<file path="src/rtl/tc_io_port_pkg.sv">
// Shared TinyComp I/O definitions: word width, FIFO sizing defaults and the
// I/O opcode values also decoded by the CPU.
package tc_io_port_pkg;

    localparam int unsigned TC_WORD_W = 32;
    localparam int unsigned TC_IN_AW  = 4;
    localparam int unsigned TC_OUT_AW = 4;

    // Opcodes that drive OutStrobe / InStrobe in the CPU decoder
    typedef enum logic [3:0] {
        OP_OUT = 4'd3,
        OP_IN  = 4'd5
    } tc_io_op_e;

endpackage : tc_io_port_pkg

</file>
<file path="src/rtl/tc_sync_fifo.sv">
// Synchronous first-word-fall-through FIFO with a registered head word.
// Ports:
//   Clk, Reset   clock, synchronous active-high reset
//   push, din    write request (ignored while full) and write data
//   pop          read request (ignored while empty)
//   dout         registered head entry (0 after reset)
//   empty, full  status decoded from the occupancy count
//   count        occupancy, AW+1 bits
module tc_sync_fifo #(
    parameter int unsigned WIDTH = 32,
    parameter int unsigned AW    = 4
) (
    input  logic             Clk,
    input  logic             Reset,
    input  logic             push,
    input  logic [WIDTH-1:0] din,
    input  logic             pop,
    output logic [WIDTH-1:0] dout,
    output logic             empty,
    output logic             full,
    output logic [AW:0]      count
);

    localparam int unsigned DEPTH = 2 ** AW;
    localparam int unsigned CW    = AW + 1;

    logic [WIDTH-1:0] r_mem [DEPTH];
    logic [AW-1:0]    r_wr_ptr;
    logic [AW-1:0]    r_rd_ptr;
    logic [CW-1:0]    r_count;
    logic [WIDTH-1:0] r_head;

    logic             w_empty;
    logic             w_full;
    logic             w_push;
    logic             w_pop;
    logic [AW-1:0]    w_rd_next;
    logic [WIDTH-1:0] w_head_next;

    // Status from the pre-edge count: a pop in a full cycle never admits a push
    assign w_empty = (r_count == '0);
    assign w_full  = (r_count == CW'(DEPTH));
    assign w_push  = push & ~w_full;
    assign w_pop   = pop & ~w_empty;

    // Next head: the word being written bypasses the array when it lands at the head slot
    assign w_rd_next   = r_rd_ptr + AW'(w_pop);
    assign w_head_next = (w_push && (w_rd_next == r_wr_ptr)) ? din : r_mem[w_rd_next];

    // Storage array, no reset needed
    always_ff @(posedge Clk) begin
        if (w_push) begin
            r_mem[r_wr_ptr] <= din;
        end
    end

    // Pointers, occupancy and head register
    always_ff @(posedge Clk) begin
        if (Reset) begin
            r_wr_ptr <= '0;
            r_rd_ptr <= '0;
            r_count  <= '0;
            r_head   <= '0;
        end else begin
            if (w_push) begin
                r_wr_ptr <= r_wr_ptr + AW'(1);
            end
            if (w_pop) begin
                r_rd_ptr <= w_rd_next;
            end
            r_count <= r_count + CW'(w_push) - CW'(w_pop);
            if (w_push || w_pop) begin
                r_head <= w_head_next;
            end
        end
    end

    assign dout  = r_head;
    assign empty = w_empty;
    assign full  = w_full;
    assign count = r_count;

endmodule : tc_sync_fifo

</file>
<file path="src/rtl/tc_io_port.sv">
// Peripheral end of the TinyComp I/O protocol, clocked on Ph0.
// Input side buffers words from a valid/ready source for CPU Input ops;
// output side captures CPU Output-op words and drains them to a valid/ready sink.
// Ports:
//   Clk, Reset                  Ph0 clock, synchronous active-high reset
//   InStrobe / InData / InRdy   CPU Input op, head word (0 when empty), non-empty
//   OutStrobe / OutData         CPU Output op and its data
//   SrcData/SrcValid/SrcReady   external source handshake
//   SnkData/SnkValid/SnkReady   external sink handshake
//   OutFull                     output FIFO full status
//   Overflow / Underflow        sticky error flags, cleared only by Reset
module tc_io_port
    import tc_io_port_pkg::*;
#(
    parameter int unsigned WIDTH  = TC_WORD_W,
    parameter int unsigned IN_AW  = TC_IN_AW,
    parameter int unsigned OUT_AW = TC_OUT_AW
) (
    input  logic             Clk,
    input  logic             Reset,
    input  logic             InStrobe,
    output logic [WIDTH-1:0] InData,
    output logic             InRdy,
    input  logic             OutStrobe,
    input  logic [WIDTH-1:0] OutData,
    input  logic [WIDTH-1:0] SrcData,
    input  logic             SrcValid,
    output logic             SrcReady,
    output logic [WIDTH-1:0] SnkData,
    output logic             SnkValid,
    input  logic             SnkReady,
    output logic             OutFull,
    output logic             Overflow,
    output logic             Underflow
);

    logic [WIDTH-1:0] w_in_head;
    logic             w_in_empty;
    logic             w_in_full;
    logic [IN_AW:0]   w_in_count;
    logic             w_in_push;
    logic             w_in_pop;

    logic [WIDTH-1:0] w_out_head;
    logic             w_out_empty;
    logic             w_out_full;
    logic [OUT_AW:0]  w_out_count;
    logic             w_out_push;
    logic             w_out_pop;

    logic             r_overflow;
    logic             r_underflow;

    // Strobe and handshake qualification against pre-edge status
    assign w_in_push  = SrcValid & ~w_in_full;
    assign w_in_pop   = InStrobe & ~w_in_empty;
    assign w_out_push = OutStrobe & ~w_out_full;
    assign w_out_pop  = SnkReady & ~w_out_empty;

    tc_sync_fifo #(.WIDTH(WIDTH), .AW(IN_AW)) u_in_fifo (
        .Clk   (Clk),
        .Reset (Reset),
        .push  (w_in_push),
        .din   (SrcData),
        .pop   (w_in_pop),
        .dout  (w_in_head),
        .empty (w_in_empty),
        .full  (w_in_full),
        .count (w_in_count)
    );

    tc_sync_fifo #(.WIDTH(WIDTH), .AW(OUT_AW)) u_out_fifo (
        .Clk   (Clk),
        .Reset (Reset),
        .push  (w_out_push),
        .din   (OutData),
        .pop   (w_out_pop),
        .dout  (w_out_head),
        .empty (w_out_empty),
        .full  (w_out_full),
        .count (w_out_count)
    );

    // Sticky error flags
    always_ff @(posedge Clk) begin
        if (Reset) begin
            r_overflow  <= 1'b0;
            r_underflow <= 1'b0;
        end else begin
            if (OutStrobe && w_out_full) begin
                r_overflow <= 1'b1;
            end
            if (InStrobe && w_in_empty) begin
                r_underflow <= 1'b1;
            end
        end
    end

    // Head words read as zero whenever their FIFO is empty
    assign InData    = w_in_empty  ? '0 : w_in_head;
    assign InRdy     = (w_in_count != '0);
    assign SrcReady  = ~w_in_full;
    assign SnkData   = w_out_empty ? '0 : w_out_head;
    assign SnkValid  = (w_out_count != '0);
    assign OutFull   = w_out_full;
    assign Overflow  = r_overflow;
    assign Underflow = r_underflow;

endmodule : tc_io_port

</file>
<file path="config.mk">
export PLATFORM = sky130hd
export DESIGN_NAME = tc_io_port
export DESIGN_NICKNAME = d
export VERILOG_FILES = /design/src/rtl/tc_io_port_pkg.sv /design/src/rtl/tc_sync_fifo.sv /design/src/rtl/tc_io_port.sv
export SDC_FILE = /design/constraint.sdc
export NUM_CORES = 1
export LEC_CHECK = 0
export BUFFER_PORTS_ARGS = -buffer_cell sky130_fd_sc_hd__buf_2
export CELL_PAD_IN_SITES_DETAIL_PLACEMENT = 1
export CELL_PAD_IN_SITES_GLOBAL_PLACEMENT = 2
export CORE_ASPECT_RATIO = 0.6
export CORE_MARGIN = 3
export CORE_UTILIZATION = 53
export CTS_CLUSTER_DIAMETER = 200
export CTS_CLUSTER_SIZE = 25
export DETAILED_ROUTE_END_ITERATION = 12
export PLACE_DENSITY = 0.95
export SLEW_MARGIN = 25
export SYNTH_ARGS = -nofsm -noshare
export SYNTH_HDL_FRONTEND = slang
export SYNTH_SLANG_ARGS = --single-unit
</file>
<file path="constraint.sdc">
create_clock -name Clk -period 9.25 [get_ports Clk]
set_input_delay 1.3875 -clock Clk [delete_from_list [all_inputs] [get_ports Clk]]
set_output_delay 1.3875 -clock Clk [all_outputs]
set_load 0.1 [all_outputs]
</file>
==> impl_metrics.ini <==
[cts]
cts_made_buffers = 50
cts_buffer_depth = 3
cts_resized = 0
h-tree-depth = 2
cts_tree = yes
clk_latency_ns = 0.64
post_cts_buffers = 0
cts_sinks = 1116
cts-root-buf = clkbuf_16
cts_hold_buf = 0
clk_pin_slew_ns = 0.10

[timing]
slew_violations = 0
tightestPinTransition_ns = 1.08
finClkSkew_ns = 0.0235
setup_slack_ns = 4.35
hold_viol = 0
max_slew_margin = 0.278
fmax_mhz = 204
fin_crit_ns = 4.90
fin_crit_sh = 0.530
whs_ns = 0.488
setup_tns_ns = 0
rsz0062_at_grt = false
finalSetupViolations = 0

[place]
place_area_mm2 = 0.0453
port_buffers = 139
gp_congestion = 0.745
hpwl_um = 58500
dpl_worst_slack_ns = 4.08

[worst_setup_path]
cp_cell_sequence = inv_1 > ha_1 > nor3b_1 > nor2b_4 > buf_4 > nor2b_1 > ha_4 > buf_12 > mux4_2 > mux4_2 > inv_1 > o21ai_1
r2r_end = u_out_fifo.dout[12]
worstPathRequired_ns = 9.75
cp_max_fo = 91
reg2regPathDepth = 12
path_class = reg2reg
slowest_delay_ns = 0.84
path_buf_inv = 4
r2r_setup_slack_ns = 4.35
arrival_ns = 5.40
crit_family = buffers and inverters
r2r_start = u_out_fifo.count[2]
crit_path_start_kind = flip-flop
end_kind = flip-flop
crit_path_top_delay_cell = ha_4

[detailed_routing]
vias_per_cell = 6.50
wl_um = 105000
vias = 21200
drt_pass1_iterations = 5
wl_per_cell_um = 32.2
post-route-drc-count = 0
final_antenna_net_count = 0
first_iter_violations = 2622

[synthesis]
synth_fp_nets = 2121
synth_top_flop_cell = edfxtp_1
yosysSeqAreaShare = 0.759
synth.distinct_cells = 38
yosysTopAreaCell = edfxtp_1
synth_area_leaders = edfxtp_1 (72%), mux4_2 (15%), dfxtp_1 (4.3%)
syn_avg_cell_area_um2 = 21.2
synth-edff-count = 1024
syn-cell-area_mm2 = 0.0429
synth_top_area_frac = 0.717
yosys_warnings = 0
syn_inst = 2026
ys_async_sr_fraction = 0
synth_seq_cells = 1116

[cells_and_area]
area_delta_synth_final_pct = 8.81
post-route-cell-area_mm2 = 0.0467
fin_nets = 2253
drive_gt1_frac = 0.265
post-route-util = 0.585

[pwr]
powerDensity_mw_per_mm2 = 272
leakage_uw = 0.0146
irDropWorstVdd_mv = 0.237

[floorplan]
coreArea_mm2 = 0.0799
fp.dieH_um = 226
pin_count = 140
initial_core_util = 0.537
die_x_um = 373
die_area_mm2 = 0.0845
fp-row-count = 80

[hold_path]
hp-start = u_out_fifo.dout[29]
holdPathEnd = u_out_fifo.dout[29]
hold_path.class = reg2reg
min_path_cells = 2

[grt]
grt_pass1_wl_um = 154000
grt_pass1_vias = 22600
grtUsageTotal = 0.250
antenna_found_initial = 4
grt_max_degree = 92
grt_use_met2 = 0.403
grtUsageMet3 = 0.0371
gr-total-overflow = 0
grt_use_met1 = 0.367
grt_busiest_layer = met2

[status]
status = finished, final reports clean

[run]
maxCapViolCount = 0
## per-stage QoR
stage	power, µW	cells
after floorplan	9330	2026
after global placement	10100	3170
after detailed placement	10300	3172
after CTS	12800	3263
after global routing	13200	3265
final	12700	3265
## cell usage in the layout (no fill, tap or decap), types with 3 or more instances in the layout
master,synthesis,layout
nand2_1,25,25
dfxtp_1,92,92
a21oi_1,47,47
nand2b_1,5,5
and2_1,34,34
ha_4,0,4
ha_1,23,19
buf_12,0,3
a221o_1,32,32
buf_4,16,49
xnor2_1,14,14
edfxtp_1,1024,1024
clkbuf_1,64,38
inv_1,48,48
o21ai_1,32,32
nor2_1,52,26
or3_1,3,3
clkinv_1,3,3
nor3_2,0,8
mux4_2,288,288
a22oi_1,96,96
mux2i_4,0,4
xor2_1,13,12
nand4_1,3,3
o21ai_0,4,4
nor2_4,0,25
nand3_1,4,4
mux2i_1,9,5
buf_2,27,139
clkbuf_16,0,51
nor2b_1,43,42
## worst register-to-register path, cell delays in order (launching register included)
cell     delay, ns
dfxtp_1       0.33
inv_1         0.07
ha_1          0.13
nor3b_1       0.35
nor2b_4       0.21
buf_4         0.47
nor2b_1       0.18
ha_4          0.84
buf_12        0.62
mux4_2        0.83
mux4_2        0.53
inv_1         0.12
o21ai_1       0.08
## layer usage
layer,vias to the layer above,share of wire
met1,11500,0.42
met5,-,0.00012
met3,150,0.072
li1,8592,-
met4,2,0.021
met2,988,0.49
## sequential cells by signal, indices dropped and copies added (netlist names)
register,count
u_in_fifo.r_mem,512
u_in_fifo.r_rd_ptr,4
u_in_fifo.r_wr_ptr,4
u_out_fifo.r_wr_ptr,4
u_out_fifo.r_rd_ptr,4
u_in_fifo.count,5
Overflow,1
u_out_fifo.count,5
u_out_fifo.dout,32
Underflow,1
u_out_fifo.r_mem,512
u_in_fifo.dout,32
## Yosys cell counts (5+ instances only)
library cell     n
nand2b_1         5
nand2_1         25
buf_4           16
a21oi_1         47
xnor2_1         14
nor3_1           8
buf_2           27
dfxtp_1         92
o21ai_1         32
a22oi_1         96
mux2i_1          9
and2_1          34
ha_1            23
clkbuf_1        64
nor2b_1         43
nor2_1          52
xor2_1          13
edfxtp_1      1024
mux4_2         288
inv_1           48
a221o_1         32
## worst max path at each step
stage	endpoint	from	slack, ns	cells past startpoint
after detailed placement	u_in_fifo.dout[23]	InStrobe	4.08	12
after global placement	u_in_fifo.dout[20]	InStrobe	4.23	12
after floorplan	u_in_fifo.r_mem[3][0]	SrcValid	4.68	3
after CTS	u_out_fifo.dout[12]	u_out_fifo.count[2]	4.28	12
final	u_out_fifo.dout[12]	u_out_fifo.count[2]	4.35	12
after global routing	u_out_fifo.dout[12]	u_out_fifo.count[3]	3.95	12
## logic make-up after synthesis
family / share of synthesized area
AO/OA/AOI/OAI: 0.0349
buffers and inverters: 0.0170
flip-flops: 0.759
adder cells (fa/ha/maj): 0.00764
XOR/XNOR: 0.00589
AND/OR/NAND/NOR: 0.0220
multiplexers: 0.153
## final cells by class
cell class              instances  area (µm²)
diodes                          2        5.00
repair buffers                192        1150
flip-flops and latches       1116       32600
multi-input cells             747        9990
clock buffers                  89        1420
well taps                    1066        1330
clock inverters                 2        20.0
inverters                      51         191
fillers                      6741       33200
## power breakdown
part / switching (µW) / internal [µW]
Clock: 1490 / 1060
Sequential: 163 / 5800
Combinational: 2630 / 1540
Total: 4290 / 8390
No activity file was read; power rests on OpenSTA's default activity.
